--- src/rtl/riscv_mem_arb_pkg.sv ---
// Shared types and message widths for the instruction/data memory arbiter.
// Optional statistics counters are enabled with RISCV_MEM_ARB_STATS_EN.
package riscv_mem_arb_pkg;

   localparam int MEM_TYPE_SZ = 1;
   localparam int MEM_ADDR_SZ = 32;
   localparam int MEM_LEN_SZ  = 2;
   localparam int MEM_DATA_SZ = 32;

   localparam int REQ_SZ  = MEM_TYPE_SZ + MEM_ADDR_SZ + MEM_LEN_SZ + MEM_DATA_SZ;
   localparam int RESP_SZ = MEM_TYPE_SZ + MEM_LEN_SZ + MEM_DATA_SZ;

   typedef logic [0:0] port_id_t;

   localparam port_id_t PORT_IMEM = 1'b0;
   localparam port_id_t PORT_DMEM = 1'b1;

   function automatic port_id_t otherPort(input port_id_t p);
      return ~p;
   endfunction

endpackage

--- src/rtl/riscv_mem_arb_route_fifo.sv ---
// Routing FIFO: records which core port issued each outstanding memory request
// so that in-order responses can be steered back to the right port.
module riscv_mem_arb_route_fifo
   import riscv_mem_arb_pkg::*;
#(
   parameter int NUM_OUTSTANDING = 4
) (
   input  logic     clk,
   input  logic     reset,
   input  logic     push,
   input  logic     pop,
   input  port_id_t id_in,
   output port_id_t head,
   output logic     full,
   output logic     empty
);

   localparam int PW = $clog2(NUM_OUTSTANDING);
   localparam int CW = PW + 1;

   logic [NUM_OUTSTANDING-1:0] r_mem;
   logic [PW-1:0]              r_wr_ptr;
   logic [PW-1:0]              r_rd_ptr;
   logic [CW-1:0]              r_count;

   logic w_push;
   logic w_pop;

   assign full    = (r_count == CW'(NUM_OUTSTANDING));
   assign empty   = (r_count == '0);
   assign w_push  = push & ~full;
   assign w_pop   = pop & ~empty;
   assign head    = r_mem[r_rd_ptr];

   // Pointers wrap naturally because the depth is a power of two.
   always_ff @(posedge clk or negedge reset) begin
      if (!reset) begin
         r_mem    <= '0;
         r_wr_ptr <= '0;
         r_rd_ptr <= '0;
         r_count  <= '0;
      end else begin
         if (w_push) begin
            r_mem[r_wr_ptr] <= id_in;
            r_wr_ptr        <= r_wr_ptr + 1'b1;
         end
         if (w_pop) begin
            r_rd_ptr <= r_rd_ptr + 1'b1;
         end
         case ({w_push, w_pop})
            2'b10:   r_count <= r_count + 1'b1;
            2'b01:   r_count <= r_count - 1'b1;
            default: r_count <= r_count;
         endcase
      end
   end

endmodule

--- src/rtl/riscv_core_mem_arb.sv ---
// Merges the core's instruction and data memory ports onto one memory port with
// round-robin grants and FIFO-tracked response routing. Define
// RISCV_MEM_ARB_STATS_EN to add saturating grant/conflict counters.
module riscv_core_mem_arb
   import riscv_mem_arb_pkg::*;
#(
   parameter int NUM_OUTSTANDING = 4,
   parameter int REQ_SZ          = riscv_mem_arb_pkg::REQ_SZ,
   parameter int RESP_SZ         = riscv_mem_arb_pkg::RESP_SZ
) (
   input  logic               clk,
   input  logic               reset,

   input  logic [REQ_SZ-1:0]  imemreq_msg,
   input  logic               imemreq_val,
   output logic               imemreq_rdy,
   output logic [RESP_SZ-1:0] imemresp_msg,
   output logic               imemresp_val,

   input  logic [REQ_SZ-1:0]  dmemreq_msg,
   input  logic               dmemreq_val,
   output logic               dmemreq_rdy,
   output logic [RESP_SZ-1:0] dmemresp_msg,
   output logic               dmemresp_val,

   output logic [REQ_SZ-1:0]  memreq_msg,
   output logic               memreq_val,
   input  logic               memreq_rdy,
   input  logic [RESP_SZ-1:0] memresp_msg,
   input  logic               memresp_val,

   output logic               err_orphan_resp
`ifdef RISCV_MEM_ARB_STATS_EN
   ,
   output logic [31:0]        stat_imem_grants,
   output logic [31:0]        stat_dmem_grants,
   output logic [31:0]        stat_conflicts
`endif
);

   port_id_t r_prio;
   logic     r_err_orphan;

   logic     w_full;
   logic     w_empty;
   port_id_t w_head;
   logic     w_grant_imem;
   logic     w_grant_dmem;
   port_id_t w_grant_id;
   logic     w_fire;
   logic     w_pop;

   // With a single requester it wins outright; on contention the pointer decides.
   assign w_grant_imem = imemreq_val & (~dmemreq_val | (r_prio == PORT_IMEM));
   assign w_grant_dmem = dmemreq_val & (~imemreq_val | (r_prio == PORT_DMEM));
   assign w_grant_id   = w_grant_dmem ? PORT_DMEM : PORT_IMEM;

   // Gating with reset keeps every handshake output low while reset is held.
   assign memreq_val  = reset & (imemreq_val | dmemreq_val) & ~w_full;
   assign memreq_msg  = w_grant_dmem ? dmemreq_msg : imemreq_msg;
   assign imemreq_rdy = reset & memreq_rdy & ~w_full & w_grant_imem;
   assign dmemreq_rdy = reset & memreq_rdy & ~w_full & w_grant_dmem;
   assign w_fire      = memreq_val & memreq_rdy;

   assign w_pop        = reset & memresp_val & ~w_empty;
   assign imemresp_val = w_pop & (w_head == PORT_IMEM);
   assign dmemresp_val = w_pop & (w_head == PORT_DMEM);
   assign imemresp_msg = memresp_msg;
   assign dmemresp_msg = memresp_msg;

   assign err_orphan_resp = r_err_orphan;

   riscv_mem_arb_route_fifo #(
      .NUM_OUTSTANDING (NUM_OUTSTANDING)
   ) u_route_fifo (
      .clk   (clk),
      .reset (reset),
      .push  (w_fire),
      .pop   (w_pop),
      .id_in (w_grant_id),
      .head  (w_head),
      .full  (w_full),
      .empty (w_empty)
   );

   always_ff @(posedge clk or negedge reset) begin
      if (!reset) begin
         r_prio       <= PORT_IMEM;
         r_err_orphan <= 1'b0;
      end else begin
         if (w_fire) begin
            r_prio <= otherPort(w_grant_id);
         end
         if (memresp_val & w_empty) begin
            r_err_orphan <= 1'b1;
         end
      end
   end

`ifdef RISCV_MEM_ARB_STATS_EN
   logic [31:0] r_stat_imem;
   logic [31:0] r_stat_dmem;
   logic [31:0] r_stat_conf;

   // All counters saturate instead of wrapping.
   always_ff @(posedge clk or negedge reset) begin
      if (!reset) begin
         r_stat_imem <= '0;
         r_stat_dmem <= '0;
         r_stat_conf <= '0;
      end else begin
         if (w_fire & w_grant_imem & (r_stat_imem != '1)) begin
            r_stat_imem <= r_stat_imem + 32'd1;
         end
         if (w_fire & w_grant_dmem & (r_stat_dmem != '1)) begin
            r_stat_dmem <= r_stat_dmem + 32'd1;
         end
         if (w_fire & imemreq_val & dmemreq_val & (r_stat_conf != '1)) begin
            r_stat_conf <= r_stat_conf + 32'd1;
         end
      end
   end

   assign stat_imem_grants = r_stat_imem;
   assign stat_dmem_grants = r_stat_dmem;
   assign stat_conflicts   = r_stat_conf;
`endif

endmodule

--- config.mk ---
export PLATFORM = sky130hd
export DESIGN_NAME = riscv_core_mem_arb
export DESIGN_NICKNAME = d
export VERILOG_FILES = /design/src/rtl/riscv_mem_arb_pkg.sv /design/src/rtl/riscv_mem_arb_route_fifo.sv /design/src/rtl/riscv_core_mem_arb.sv
export SDC_FILE = /design/constraint.sdc
export NUM_CORES = 1
export LEC_CHECK = 0
export ABC_AREA = 1
export CAP_MARGIN = 20
export CELL_PAD_IN_SITES_DETAIL_PLACEMENT = 0
export CELL_PAD_IN_SITES_GLOBAL_PLACEMENT = 1
export CORE_MARGIN = 10
export CORE_UTILIZATION = 12
export DETAILED_ROUTE_END_ITERATION = 12
export PLACE_DENSITY = 0.82
export SLEW_MARGIN = 20
export SYNTH_ARGS = -nofsm -noshare
export SYNTH_HDL_FRONTEND = slang
export SYNTH_SLANG_ARGS = --single-unit
export TNS_END_PERCENT = 20
--- constraint.sdc ---
create_clock -name clk -period 2.1 [get_ports clk]
set_clock_uncertainty 0.1 [all_clocks]
set_input_delay 0.21 -clock clk [delete_from_list [all_inputs] [get_ports clk]]
set_output_delay 0.21 -clock clk [all_outputs]
set_load 0.01 [all_outputs]
==> flow_metrics.env <==
export IMPL_status="completed"
export IMPL_place_gp_congestion=0.783
export IMPL_cts_sinks=13
export IMPL_fmax_ghz=0.494
export IMPL_final_util=0.252
export IMPL_cts_max_path_buffers=2
export IMPL_grt_setup_unrepaired="true"
export IMPL_via_per_inst=3.45
export IMPL_syn_area_sq_um=2140
export IMPL_ir_worst_vdd_mv=0.361
export IMPL_critPathRequiredTime_ns=1.79
export IMPL_finalCritPeriodShare=0.964
export IMPL_fin_crit_ns=2.02
export IMPL_path_class="in2out"
export IMPL_drive_gt1_frac=0.110
export IMPL_clkTransAtPathRegs_ns=0.04
export IMPL_ctsHoldBuffers=0
export IMPL_cts_buffers=3
export IMPL_hold_path_class="in2async"
export IMPL_clockRootBuffer="clkbuf_16"
export IMPL_layout_commonest_cell="nand2_1"
export IMPL_area_growth_pct=105
export IMPL_hold_viol=0
export IMPL_coreArea_sq_um=17400
export IMPL_final_cell_mix="nand2_1, clkdlybuf4s50_1, dlygate4sd2_1"
export IMPL_drv_cap=0
export IMPL_cts_htree_levels=1
export IMPL_drt_pass1_iterations=4
export IMPL_path_cells="clkdlybuf4s50_1, inv_2, nor2_4, nor2_8, inv_4, bufbuf_16, nand2_1, nand2_1, dlygate4sd2_1"
export IMPL_reg2reg_slack_ns=0.12
export IMPL_drc_errors=0
export IMPL_rr_startpoint="u_route_fifo.r_count[1]"
export IMPL_syn_nets=558
export IMPL_fp_row_count=48
export IMPL_synth_distinct_cells=26
export IMPL_r2r_end="u_route_fifo.r_count[2]"
export IMPL_slowest_stage="clkdlybuf4s50_1"
export IMPL_slew_headroom=0.862
export IMPL_grt_max_degree=24
export IMPL_syn_area_per_cell_sq_um=5.69
export IMPL_cp_arrival_ns=1.71
export IMPL_ys_ff_latch=13
export IMPL_fillers=1942
export IMPL_grt_pass1_wl_mm=16.1
export IMPL_drv_slew=0
export IMPL_clk_latency_ns=0.24
export IMPL_powerDensity_nw_per_um2=592
export IMPL_wirelength_mm=10.8
export IMPL_die_y_um=154
export IMPL_overflow=0
export IMPL_drt_iter0_drc=59
export IMPL_finalNetCount=729
export IMPL_die_area_sq_um=23600
export IMPL_dp_hpwl_mm=8.66
export IMPL_tritoncts="yes"
export IMPL_grt_pass1_vias=2818
export IMPL_io_buffers=212
export IMPL_p_leak_nw=2.25
export IMPL_ant_nets=0
export IMPL_cp_max_fo=12
export IMPL_r2r_cells=11
export IMPL_yosys_warnings=0
export IMPL_wl_per_cell_um=14.0
export IMPL_initial_core_util=0.123
export IMPL_num_io_pins=318
export IMPL_ys_seq_area_frac=0.152
export IMPL_crit_path_end_kind="primary output"
export IMPL_cpMostUsedCell="nand2_1"
export IMPL_multi_input_area_sq_um=1170
export IMPL_slowest_delay_ns=0.49
export IMPL_grt_antenna_before_repair=0
export IMPL_hold_slack_ns=0.253
export IMPL_postSynthCellCount=377
export IMPL_register_area_sq_um=325
export IMPL_tightest_slew_ns=0.205
export IMPL_worst_setup_path_start_kind="input port"
export IMPL_setup_viol=0
export IMPL_fp_dieW_um=154
export IMPL_antennaDiodeCount=0
export IMPL_vias=2666
export IMPL_tns_ns=0
export IMPL_p_total_mw=2.60
export IMPL_gr_usage_all_layers=0.0851
-- cell type report --
| type | count | share of cell area |
|---|---|---|
| clock buffers | 4 | 0.0179 |
| inverters | 15 | 0.0134 |
| multi-input cells | 264 | 0.266 |
| flip-flops and latches | 13 | 0.0741 |
| well taps | 225 | 0.0641 |
| repair buffers | 251 | 0.565 |
-- critical path, delay by kind of cell --
family	cells	cell delay, ns
buffers and inverters	5	1.19
AND/OR/NAND/NOR	4	0.31
-- through the flow --
| stage | instances | cell area, sq um | worst slack (ns) |
|---|---|---|---|
| 2_1_floorplan | 377 | 2140 | 0.0695 |
| 3_3_place_gp | 760 | 4220 | -0.298 |
| 3_5_place_dp | 760 | 4220 | -0.291 |
| 4_1_cts | 769 | 4350 | -0.228 |
| 5_1_grt | 772 | 4390 | -0.0103 |
| 6_report | 772 | 4390 | 0.0753 |
-- cells by family (layout without fill, tap and decap cells) --
family | count (synthesis) | count (layout) | share of synthesized area
adders and majority gates | 6 | 6 | 0.0385
xor gates and xnor gates | 4 | 4 | 0.0163
DFF | 13 | 13 | 0.152
AOI/OAI and AO/OA | 8 | 8 | 0.0269
and+or+nand+nor | 246 | 246 | 0.457
buffers and inverters | 100 | 270 | 0.309
-- sequential cells by signal (all words and copies together), names as in the netlist --
signal,count
err_orphan_resp,1
u_route_fifo.r_mem,4
r_prio,1
u_route_fifo.r_count,3
u_route_fifo.r_wr_ptr,2
u_route_fifo.r_rd_ptr,2
-- cell usage after synthesis --
cell type    n  area, sq um
nor2_2       1         6.26
o211ai_1     1         7.51
inv_1       13         48.8
dfrtp_1     13          325
xor2_1       2         17.5
a21oi_4      1         16.3
a21oi_1      2         10.0
nand4_1      8         50.1
nand2_1    225          845
xnor2_1      2         17.5
buf_6        2         22.5
or2_2        1         6.26
nor2_8       1         20.0
a31o_2       1         8.76
o21ai_0      3         15.0
ha_1         5         62.6
buf_1        1         3.75
buf_4       70          526
inv_2        2         7.51
nand3_1      4         20.0
buf_2        8         40.0
clkbuf_1     4         15.0
nor2_1       4         15.0
nor2_4       1         11.3
fa_1         1         20.0
and3_1       1         6.26
-- where the power goes --
part | leakage [nW] | internal, mW | switching [mW]
combinational | 2.05 | 0.947 | 0.830
clock | 0.0382 | 0.256 | 0.102
sequential | 0.158 | 0.362 | 0.104
-- metal layers --
| layer | vias up | GRT usage | wire length (um) |
|---|---|---|---|
| li1 | 1408 | - | - |
| met1 | 1116 | 0.0943 | 4200 |
| met2 | 135 | 0.150 | 5470 |
| met3 | 7 | 0.0351 | 1120 |
| met4 | 0 | 0.0153 | 55 |
| met5 | - | 0 | 0 |
-- timing repair --
item / in CTS / in global routing
gates resized for setup: 70 / 47
pin swaps: 1 / 1
setup buffers: 2 / 3
endpoints found under the setup margin: 71 / 63
gates cloned: 3 / 0
-- worst max-delay path by stage --
stage / start / to / slack, ns / cells past startpoint
floorplan: u_route_fifo.r_count[1] / u_route_fifo.r_count[2] / 0.07 / 9
global placement: dmemreq_val / memreq_msg[56] / -0.30 / 8
detailed placement: dmemreq_val / memreq_msg[56] / -0.29 / 8
CTS: imemreq_val / memreq_msg[12] / -0.23 / 8
global route: imemreq_val / memreq_msg[46] / -0.01 / 10
finish: imemreq_val / memreq_msg[8] / 0.08 / 9
Note: power is estimated with default switching activity, not from simulation.
